==> src/rtl/tflite_img_reader.sv <==
// tflite_img_reader: streams word_cnt words from the image buffer, starting at base_addr, to the NPU.
// It uses buffer reads with credit-based flow control and a small output FIFO.
// Ports:
//   clk, reset        clock and asynchronous active-high reset
//   start/base_addr/word_cnt/busy/done   transfer control
//   buf_adb/buf_ceb/buf_oce/buf_dout     image buffer read port
//   m_data/m_valid/m_ready/m_last        valid/ready word stream
// Optional macro TFLITE_IMG_READER_BYTESWAP_EN byte-reverses each word.
module tflite_img_reader #(
  parameter int ADDR_W     = 12,
  parameter int CNT_W      = 13,
  parameter int FIFO_DEPTH = 4
) (
  input  logic              clk,
  input  logic              reset,
  input  logic              start,
  input  logic [ADDR_W-1:0] base_addr,
  input  logic [CNT_W-1:0]  word_cnt,
  output logic              busy,
  output logic              done,
  output logic [ADDR_W-1:0] buf_adb,
  output logic              buf_ceb,
  output logic              buf_oce,
  input  logic [31:0]       buf_dout,
  output logic [31:0]       m_data,
  output logic              m_valid,
  input  logic              m_ready,
  output logic              m_last
);

  localparam int PW = $clog2(FIFO_DEPTH);
  localparam int OW = PW + 1;

  typedef enum logic [1:0] {
    IDLE, READ, DRAIN, DONE
  } state_t;

  state_t            state;
  logic [CNT_W-1:0]  rd_rem;
  logic [CNT_W-1:0]  pop_rem;
  logic              rd_pend;
  logic [31:0]       mem [FIFO_DEPTH];
  logic [PW-1:0]     wr_ptr;
  logic [PW-1:0]     rd_ptr;
  logic [OW-1:0]     count;
  logic [OW:0]       need;
  logic              push;
  logic              pop;
  logic              can_issue;
  logic [31:0]       head;
  logic [31:0]       head_fmt;

  assign buf_oce = 1'b1;
  assign push    = rd_pend;
  assign m_valid = (count != '0);
  assign pop     = m_valid & m_ready;

  // Entries already owned: stored words, the word landing this edge,
  // and the read issued last cycle. A new read needs one free slot.
  assign need = (OW+1)'(count) + (OW+1)'(rd_pend)
              + (OW+1)'(buf_ceb) - (OW+1)'(pop);
  assign can_issue = need < (OW+1)'(FIFO_DEPTH);

  assign head = mem[rd_ptr];
`ifdef TFLITE_IMG_READER_BYTESWAP_EN
  assign head_fmt = {head[7:0], head[15:8], head[23:16], head[31:24]};
`else
  assign head_fmt = head;
`endif
  assign m_data = m_valid ? head_fmt : '0;
  assign m_last = m_valid && (pop_rem == CNT_W'(1));

  always_ff @(posedge clk) begin
    if (push) mem[wr_ptr] <= buf_dout;
  end

  always_ff @(posedge clk or posedge reset) begin
    if (reset) begin
      wr_ptr <= '0;
      rd_ptr <= '0;
      count  <= '0;
    end else begin
      if (push) wr_ptr <= wr_ptr + 1'b1;
      if (pop)  rd_ptr <= rd_ptr + 1'b1;
      count <= count + OW'(push) - OW'(pop);
    end
  end

  always_ff @(posedge clk or posedge reset) begin
    if (reset) begin
      state   <= IDLE;
      busy    <= 1'b0;
      done    <= 1'b0;
      buf_ceb <= 1'b0;
      buf_adb <= '0;
      rd_rem  <= '0;
      pop_rem <= '0;
      rd_pend <= 1'b0;
    end else begin
      // buffer data is valid the cycle after an enabled read
      rd_pend <= buf_ceb;
      buf_ceb <= 1'b0;
      done    <= 1'b0;
      if (pop) pop_rem <= pop_rem - 1'b1;
      unique case (state)
        IDLE: begin
          if (start) begin
            busy    <= 1'b1;
            pop_rem <= word_cnt;
            if (word_cnt == '0) begin
              state <= DONE;
              done  <= 1'b1;
            end else begin
              buf_ceb <= 1'b1;
              buf_adb <= base_addr;
              rd_rem  <= word_cnt - 1'b1;
              state   <= (word_cnt == CNT_W'(1)) ? DRAIN : READ;
            end
          end
        end
        READ: begin
          if (can_issue) begin
            buf_ceb <= 1'b1;
            buf_adb <= buf_adb + 1'b1;
            rd_rem  <= rd_rem - 1'b1;
            if (rd_rem == CNT_W'(1)) state <= DRAIN;
          end
        end
        DRAIN: begin
          if (pop && pop_rem == CNT_W'(1)) begin
            state <= DONE;
            done  <= 1'b1;
          end
        end
        DONE: begin
          state <= IDLE;
          busy  <= 1'b0;
        end
      endcase
    end
  end

endmodule

==> config.mk <==
export PLATFORM = sky130hd
export DESIGN_NAME = tflite_img_reader
export DESIGN_NICKNAME = d
export VERILOG_FILES = /design/src/rtl/tflite_img_reader.sv
export SDC_FILE = /design/constraint.sdc
export NUM_CORES = 1
export LEC_CHECK = 0
export CORE_MARGIN = 2
export CORE_UTILIZATION = 30
export DETAILED_ROUTE_END_ITERATION = 6
export PLACE_DENSITY = 0.53
export SLEW_MARGIN = 0
export SYNTH_ARGS = -nofsm -noshare
export SYNTH_HDL_FRONTEND = slang
export SYNTH_SLANG_ARGS = --single-unit
export TNS_END_PERCENT = 50
==> constraint.sdc <==
create_clock -name clk -period 8.4 [get_ports clk]
set_input_delay 2.52 -clock clk [delete_from_list [all_inputs] [get_ports clk]]
set_output_delay 2.52 -clock clk [all_outputs]
set_load 0.005 [all_outputs]
==> results of run 1 <==
logic make-up after synthesis:
kind of cell,Yosys count,share of synthesized area
compound gates,93,0.0836
xor+xnor,28,0.0295
flops,179,0.615
simple gates,180,0.115
other cells,1,0.000450
buf+inv,61,0.0325
fa+ha+maj,20,0.0310
mux,37,0.0929
power by group:
group	internal (mW)	total, mW	switching (mW)
Combinational	0.791	1.53	0.738
Sequential	1.19	1.36	0.167
Clock	0.431	0.879	0.449
critical path, delay by kind of cell:
kind	cells	cell delay, ns
buffers and inverters	1	0.52
AO/OA/AOI/OAI	4	1.16
AND/OR/NAND/NOR	4	1.55
adder cells (fa/ha/maj)	1	0.26
state kept, by name, indices dropped and copies added, names as in the netlist:
name	count
count	3
buf_adb	12
pop_rem	13
mem	128
done	1
state	2
buf_ceb	1
wr_ptr	2
push	1
busy	1
rd_rem	13
rd_ptr	2
worst max path at each step:
stage | start | end
floorplan | m_ready | buf_adb[11]$_DFFE_PP0P_
finish | m_ready | rd_rem[4]$_DFFE_PP0P_
CTS | m_ready | rd_rem[4]$_DFFE_PP0P_
detailed placement | m_ready | buf_adb[8]$_DFFE_PP0P_
global placement | m_ready | rd_rem[4]$_DFFE_PP0P_
global route | m_ready | buf_adb[3]$_DFFE_PP0P_
cells in the mapped netlist, drive strengths merged, types with 2 or more instances:
| library cell | n | area share |
|---|---|---|
| o22ai | 4 | 0.0030 |
| mux4 | 32 | 0.087 |
| nor4 | 9 | 0.0093 |
| a221oi | 5 | 0.0068 |
| o31ai | 9 | 0.0081 |
| nor2 | 46 | 0.021 |
| o22a | 2 | 0.0032 |
| inv | 27 | 0.012 |
| nand2 | 28 | 0.013 |
| ha | 19 | 0.029 |
| o31a | 2 | 0.0021 |
| nor2b | 3 | 0.0023 |
| a31oi | 3 | 0.0023 |
| or3 | 2 | 0.0015 |
| clkbuf | 22 | 0.0099 |
| nor4b | 2 | 0.0021 |
| nand4 | 12 | 0.0090 |
| o211a | 3 | 0.0036 |
| xor2 | 9 | 0.0095 |
| or4 | 5 | 0.0050 |
| a211o | 4 | 0.0042 |
| buf | 12 | 0.010 |
| or2 | 3 | 0.0026 |
| a2bb2oi | 9 | 0.0095 |
| nor3 | 17 | 0.011 |
| nand3 | 11 | 0.0066 |
| mux2 | 2 | 0.0027 |
| a21oi | 14 | 0.0084 |
| edfxtp | 128 | 0.46 |
| a31o | 2 | 0.0021 |
| and2 | 37 | 0.028 |
| dfrtp | 51 | 0.15 |
| xnor2 | 19 | 0.020 |
| a211oi | 6 | 0.0060 |
| o21ai | 18 | 0.011 |
| mux2i | 3 | 0.0036 |
per-layer routing:
metal,global-route usage,up-vias
met5,0,-
met4,0.0390,0
met3,0.0245,19
met2,0.225,169
met1,0.186,2716
li1,-,2470
per-stage QoR:
step           std cells  worst slack [ns]  area, µm²
6_report            1082              2.71      10400
5_1_grt             1082              2.46      10400
4_1_cts             1082              2.74      10400
3_5_place_dp        1050              2.27       9750
3_3_place_gp        1050              2.43       9750
2_1_floorplan        599              3.41       8320
area by class of cell:
| type | count | area [µm²] | area share |
|---|---|---|---|
| clock buffer | 17 | 425 | 0.0409 |
| clock inverter | 15 | 236 | 0.0227 |
| inverter | 27 | 101 | 0.00974 |
| multi-input combinational | 359 | 2940 | 0.282 |
| sequential | 179 | 5120 | 0.492 |
| tap | 372 | 465 | 0.0447 |
| timing repair buffer | 113 | 1120 | 0.108 |
==> metrics.md, run 1 <==
| Metric | Value |
|---|---|
| Routed wire length | `19600 µm` |
| Clock buffer depth | `2` |
| Area growth from synthesis to layout | `25.1%` |
| Gpl congestion | `0.811` |
| Seq/Total Area, Yosys | `0.615` |
| Initial antenna violation count | `0` |
| Slew @ Worst Pin | `1.17 ns` |
| Top FF cell, synth | `edfxtp_1` |
| RSZ-0062 raised after global routing | `no` |
| Largest net degree at the start of global routing | `52` |
| Drt drc | `0` |
| Fin. Hold Viols | `0` |
| Number of synthesized flops with an enable pin | `128` |
| Pwr dens | `362 nW/µm²` |
| Vias in the first global route | `5563` |
| TritonCTS clock tree | `done` |
| Status | `complete, no violations` |
| Gr ovfl total | `0` |
| Post-Syn Area | `8320 µm²` |
| Row count | `60` |
| Post-DP HPWL | `12400 µm` |
| CP required | `8.74 ns` |
| Slew Limit Headroom | `0.219` |
| Die Area | `29100 µm²` |
| Die H | `171 µm` |
| Final setup violation count | `0` |
| H-tree depth | `4` |
| Clock Skew | `0.0184 ns` |
| R2R setup slack | `4.77 ns` |
| Crit path launch type | `input pin` |
| TritonCTS Buffers | `17` |
| Critical path arrival | `6.02 ns` |
| Worst R2R Start | `count[1]$_DFF_PP0_` |
| Synth Instances | `599` |
| Final Cycle Share | `0.677` |
| Drt first pass iters | `5` |
| Setup Buffers After CTS | `0` |
| Hold Startpoint | `buf_ceb$_DFF_PP0_` |
| Skew-Pair Late Insertion Delay | `0.45 ns` |
| Hold-critical path depth | `0` |
| Placeable Area | `27100 µm²` |
| Initial drt markers | `420` |
| Hold Path Class | `reg2reg` |
| Critical path's largest stage delay | `0.85 ns` |
| Leading cell types in the layout, fill and taps excluded | `edfxtp_1 (128), clkdlybuf4s50_1 (109), dfrtp_1 (50)` |
| Antenna Nets Post-Route | `0` |
| Total vias in the final route | `5374` |
| Netlist cell types | `67` |
| Die X | `171 µm` |
| # resized after CTS | `0` |
| Ports | `111` |
| Min Clock Period, post-route | `5.69 ns` |
| Syn Nets | `680` |
| Fin util | `0.384` |
| Clock-pin transition on the worst setup and hold timing paths | `0.09 ns` |
| Worst vdd rail ir drop | `0.000186 V` |
| Reg2Reg Depth | `9` |
| Commonest non-fill, non-tap cell in the layout | `edfxtp_1` |
| WHS | `0.424 ns` |
| Max-slew violations | `0` |
| Final net count | `778` |
| Antenna fix cells | `0` |
| Mapped Avg Cell Area | `13.9 µm²` |
| Max-Cap Viols | `0` |
| WL met1 | `8670 µm` |
| Critical path, cell by cell | `clkdlybuf4s50_1, o31a_1, nand2_1, o21ai_0, ha_1, a211o_1, nand4_1, and3_1, nor2_1, o2111a_1` |
| Total power | `3.77 mW` |
| Post-route setup TNS | `0 ns` |
| FFs w/ async S/R, synth | `0.285` |
| Starting Density | `0.307` |
| First-pass GRT wire length | `30400 µm` |
| Vias per Instance | `4.97` |
| Hold EP | `push$_DFF_PP0_` |
| Yosys reg bits | `179` |
| Cts hold-fix bufs | `0` |
| Slowest stage cell, crit path | `and3_1` |
| Leak | `3.60 nW` |
| Drt wl/cell | `18.1 µm` |
| Clk root buf | `clkbuf_16` |
| Clock sink count | `179` |
| Worst reg2reg endpoint | `rd_rem[4]$_DFFE_PP0P_` |
| Crit path kind | `in2reg` |
| Port-buffer cells | `109` |
| Met2 wire len | `9590 µm` |
| Worst-path maximum fanout | `25` |
| # fillers | `2536` |
| All-layer global routing usage | `0.137` |
| Share of post-route cells with drive strength above 1 | `0.127` |
| Max frequency | `0.176 GHz` |
| Met3 Routed Length | `1090 µm` |
| Setup crit end kind | `register` |
| Synth warn | `0` |
| Top sig layer | `met4` |
Power figures use the tool's default switching activity.
==> inputs of run 2 (changes only) <==
PLACE_DENSITY = 0.54   (was 0.53)
clock period = 5.1 ns   (was 8.4 ns; I/O delays follow)
==> metrics.md, run 2 (same netlist as run 1, synthesis figures left out) <==
| Metric | Value |
|---|---|
| P_int | `3.97 mW (was 2.42 mW)` |
| Antenna Nets Post-Route | `0 (unchanged)` |
| Drt drc | `0 (unchanged)` |
| Area growth from synthesis to layout | `25.2% (was 25.1%)` |
| Final setup violation count | `0 (unchanged)` |
| Largest register FFs | `128 (unchanged)` |
| Share of post-route cells with drive strength above 1 | `0.133 (was 0.127)` |
| Reg2Reg Depth | `9 (unchanged)` |
| Drt wl/cell | `17.5 µm (was 18.1 µm)` |
| Row count | `60 (unchanged)` |
| Largest net degree at the start of global routing | `42 (was 52)` |
| RSZ-0062 raised after global routing | `no (unchanged)` |
| Routed wire length | `19000 µm (was 19600 µm)` |
| Antenna fix cells | `0 (unchanged)` |
| Post-route setup TNS | `0 ns (unchanged)` |
| Min Clock Period, post-route | `4.18 ns` |
| Clock share of power | `0.217 (was 0.233)` |
| # resized after CTS | `0 (unchanged)` |
| Largest registers | `mem x128, pop_rem x13, rd_rem x13 (unchanged)` |
| All-layer global routing usage | `0.136 (was 0.137)` |
| Total vias in the final route | `5327 (was 5374)` |
| Vias in the first global route | `5546 (was 5563)` |
| Vias per Instance | `4.90 (was 4.97)` |
| Final net count | `783 (was 778)` |
| Fin. Hold Viols | `0 (unchanged)` |
| Leading cell types in the layout, fill and taps excluded | `edfxtp_1 (128), clkdlybuf4s50_1 (109), dfrtp_1 (50) (unchanged)` |
| Skew-Pair Late Insertion Delay | `0.43 ns (was 0.45 ns)` |
| Switching share of power | `0.352 (was 0.359)` |
| H-tree depth | `4 (unchanged)` |
| Setup crit end kind | `output pin (was register)` |
| CP delay by family, top | `flip-flops (was simple AND/OR/NAND/NOR gates)` |
| Critical path's largest stage delay | `0.78 ns (was 0.85 ns)` |
| Clock buffer depth | `2 (unchanged)` |
| Die X | `171 µm (unchanged)` |
| Leak | `3.61 nW (was 3.60 nW)` |
| Die H | `171 µm (unchanged)` |
| Commonest non-fill, non-tap cell in the layout | `edfxtp_1 (unchanged)` |
| Max frequency | `0.239 GHz` |
| Largest Register | `mem (unchanged)` |
| Clock Skew | `0.0118 ns (was 0.0184 ns)` |
| Worst vdd rail ir drop | `0.000349 V (was 0.000186 V)` |
| Slew Limit Headroom | `0.374 (was 0.219)` |
| CP required | `3.57 ns (was 8.74 ns)` |
| Crit path launch type | `register (was input pin)` |
| Hold Path Class | `reg2reg (unchanged)` |
| Critical path, cell by cell | `buf_12, mux4_2, and2_1, clkdlybuf4s50_1 (was clkdlybuf4s50_1, o31a_1, nand2_1, o21ai_0, ha_1, a211o_1, nand4_1, and3_1, nor2_1, o2111a_1)` |
| Total power | `6.13 mW (was 3.77 mW)` |
| Crit path kind | `reg2out (was in2reg)` |
| Hold EP | `push$_DFF_PP0_ (unchanged)` |
| P_sw | `2.16 mW (was 1.35 mW)` |
| Max-Cap Viols | `0 (unchanged)` |
| Worst R2R Start | `count[1]$_DFF_PP0_ (unchanged)` |
| Clock sink count | `179 (unchanged)` |
| Gr ovfl total | `0 (unchanged)` |
| Max-slew violations | `0 (unchanged)` |
| First-pass GRT wire length | `30200 µm (was 30400 µm)` |
| Port-buffer cells | `109 (unchanged)` |
| Placeable Area | `27100 µm² (unchanged)` |
| Starting Density | `0.307 (unchanged)` |
| TritonCTS clock tree | `done (unchanged)` |
| Ports | `111 (unchanged)` |
| Sequential Power Share | `0.372 (was 0.361)` |
| Worst reg2reg endpoint | `rd_rem[9]$_DFFE_PP0P_ (was rd_rem[4]$_DFFE_PP0P_)` |
| Hold-critical path depth | `0 (unchanged)` |
| Post-DP HPWL | `12500 µm (was 12400 µm)` |
| Clock-pin transition on the worst setup and hold timing paths | `0.08 ns (was 0.09 ns)` |
| Die Area | `29100 µm² (unchanged)` |
| Setup Buffers After CTS | `0 (unchanged)` |
| Worst-path maximum fanout | `18 (was 25)` |
| Clk root buf | `clkbuf_16 (unchanged)` |
| Pwr dens | `588 nW/µm² (was 362 nW/µm²)` |
| Hold Startpoint | `buf_ceb$_DFF_PP0_ (unchanged)` |
| Slew @ Worst Pin | `0.939 ns (was 1.17 ns)` |
| Status | `complete, no violations (unchanged)` |
| Gpl congestion | `0.834 (was 0.811)` |
| TritonCTS Buffers | `17 (unchanged)` |
| Initial drt markers | `366 (was 420)` |
| Logic pwr share | `0.411 (was 0.406)` |
| Cts hold-fix bufs | `0 (unchanged)` |
| Critical path arrival | `2.65 ns (was 6.02 ns)` |
| R2R setup slack | `2.09 ns (was 4.77 ns)` |
| Buf/Inv on CP | `2 (was 1)` |
| Final Cycle Share | `0.819` |
| Slowest stage cell, crit path | `dfrtp_2 (was and3_1)` |
| Drt first pass iters | `5 (unchanged)` |
| Initial antenna violation count | `0 (unchanged)` |
==> run 2: cell types whose count changed in the layout (fill, tap and decap cells not counted) <==
| cell | previous run | this run |
|---|---|---|
| buf_4 | 4 | 8 |
| clkinv_4 | 0 | 2 |
| inv_12 | 7 | 1 |
| buf_12 | 0 | 1 |
| inv_16 | 2 | 0 |
| clkinvlp_4 | 0 | 1 |
| inv_6 | 0 | 1 |
| clkinv_8 | 3 | 7 |
==> run 2: per-stage QoR <==
step | hold slack, ns | setup WS [ns] | cells | utilization | cell area, µm²
after global placement | 0.419 | 0.714 | 1055 | 0.362 | 9800
after detailed placement | 0.422 | 0.673 | 1055 | 0.362 | 9800
after CTS | 0.448 | 0.816 | 1087 | 0.385 | 10400
final | 0.441 | 0.924 | 1087 | 0.385 | 10400
after floorplan | 0.397 | 1.10 | 599 | - | 8320
after global routing | 0.477 | 0.745 | 1087 | 0.385 | 10400
==> run 2: final cells by class <==
| cell class | instances | area, µm² |
|---|---|---|
| inverter | 27 | 101 |
| tap | 372 | 465 |
| clock buffer | 17 | 425 |
| sequential | 179 | 5120 |
| timing repair buffer | 118 | 1170 |
| fill | 2566 | 16700 |
| multi-input combinational | 359 | 2940 |
| clock inverter | 15 | 198 |
==> run 2: metal layers <==
| layer | track usage | part of all wire |
|---|---|---|
| met4 | 0.0412 | 0.012 |
| met3 | 0.0338 | 0.052 |
| met1 | 0.178 | 0.45 |
| met2 | 0.222 | 0.48 |
| met5 | 0 | 0 |
==> run 2: how the worst max path moves through the flow <==
stage	start	end	slack, ns	cells after the start
final	rd_ptr[0]$_DFFE_PP0P_	m_data[28]	0.92	4
after global routing	rd_ptr[0]$_DFFE_PP0P_	m_data[0]	0.75	4
after CTS	rd_ptr[0]$_DFFE_PP0P_	m_data[28]	0.82	4
after detailed placement	m_ready	rd_rem[9]$_DFFE_PP0P_	0.67	10
after global placement	m_ready	rd_rem[9]$_DFFE_PP0P_	0.71	10
after floorplan	m_ready	buf_adb[11]$_DFFE_PP0P_	1.10	12
==> run 2: power groups by stage <==
stage                     Combinational [mW]  Clock (mW)  Sequential [mW]
after floorplan                         1.67           0             2.19
after detailed placement                2.56           0             2.31
after global placement                  2.52           0             2.28
after global routing                    2.79        1.42             2.34
after CTS                               2.56        1.36             2.28
final                                   2.52        1.33             2.28
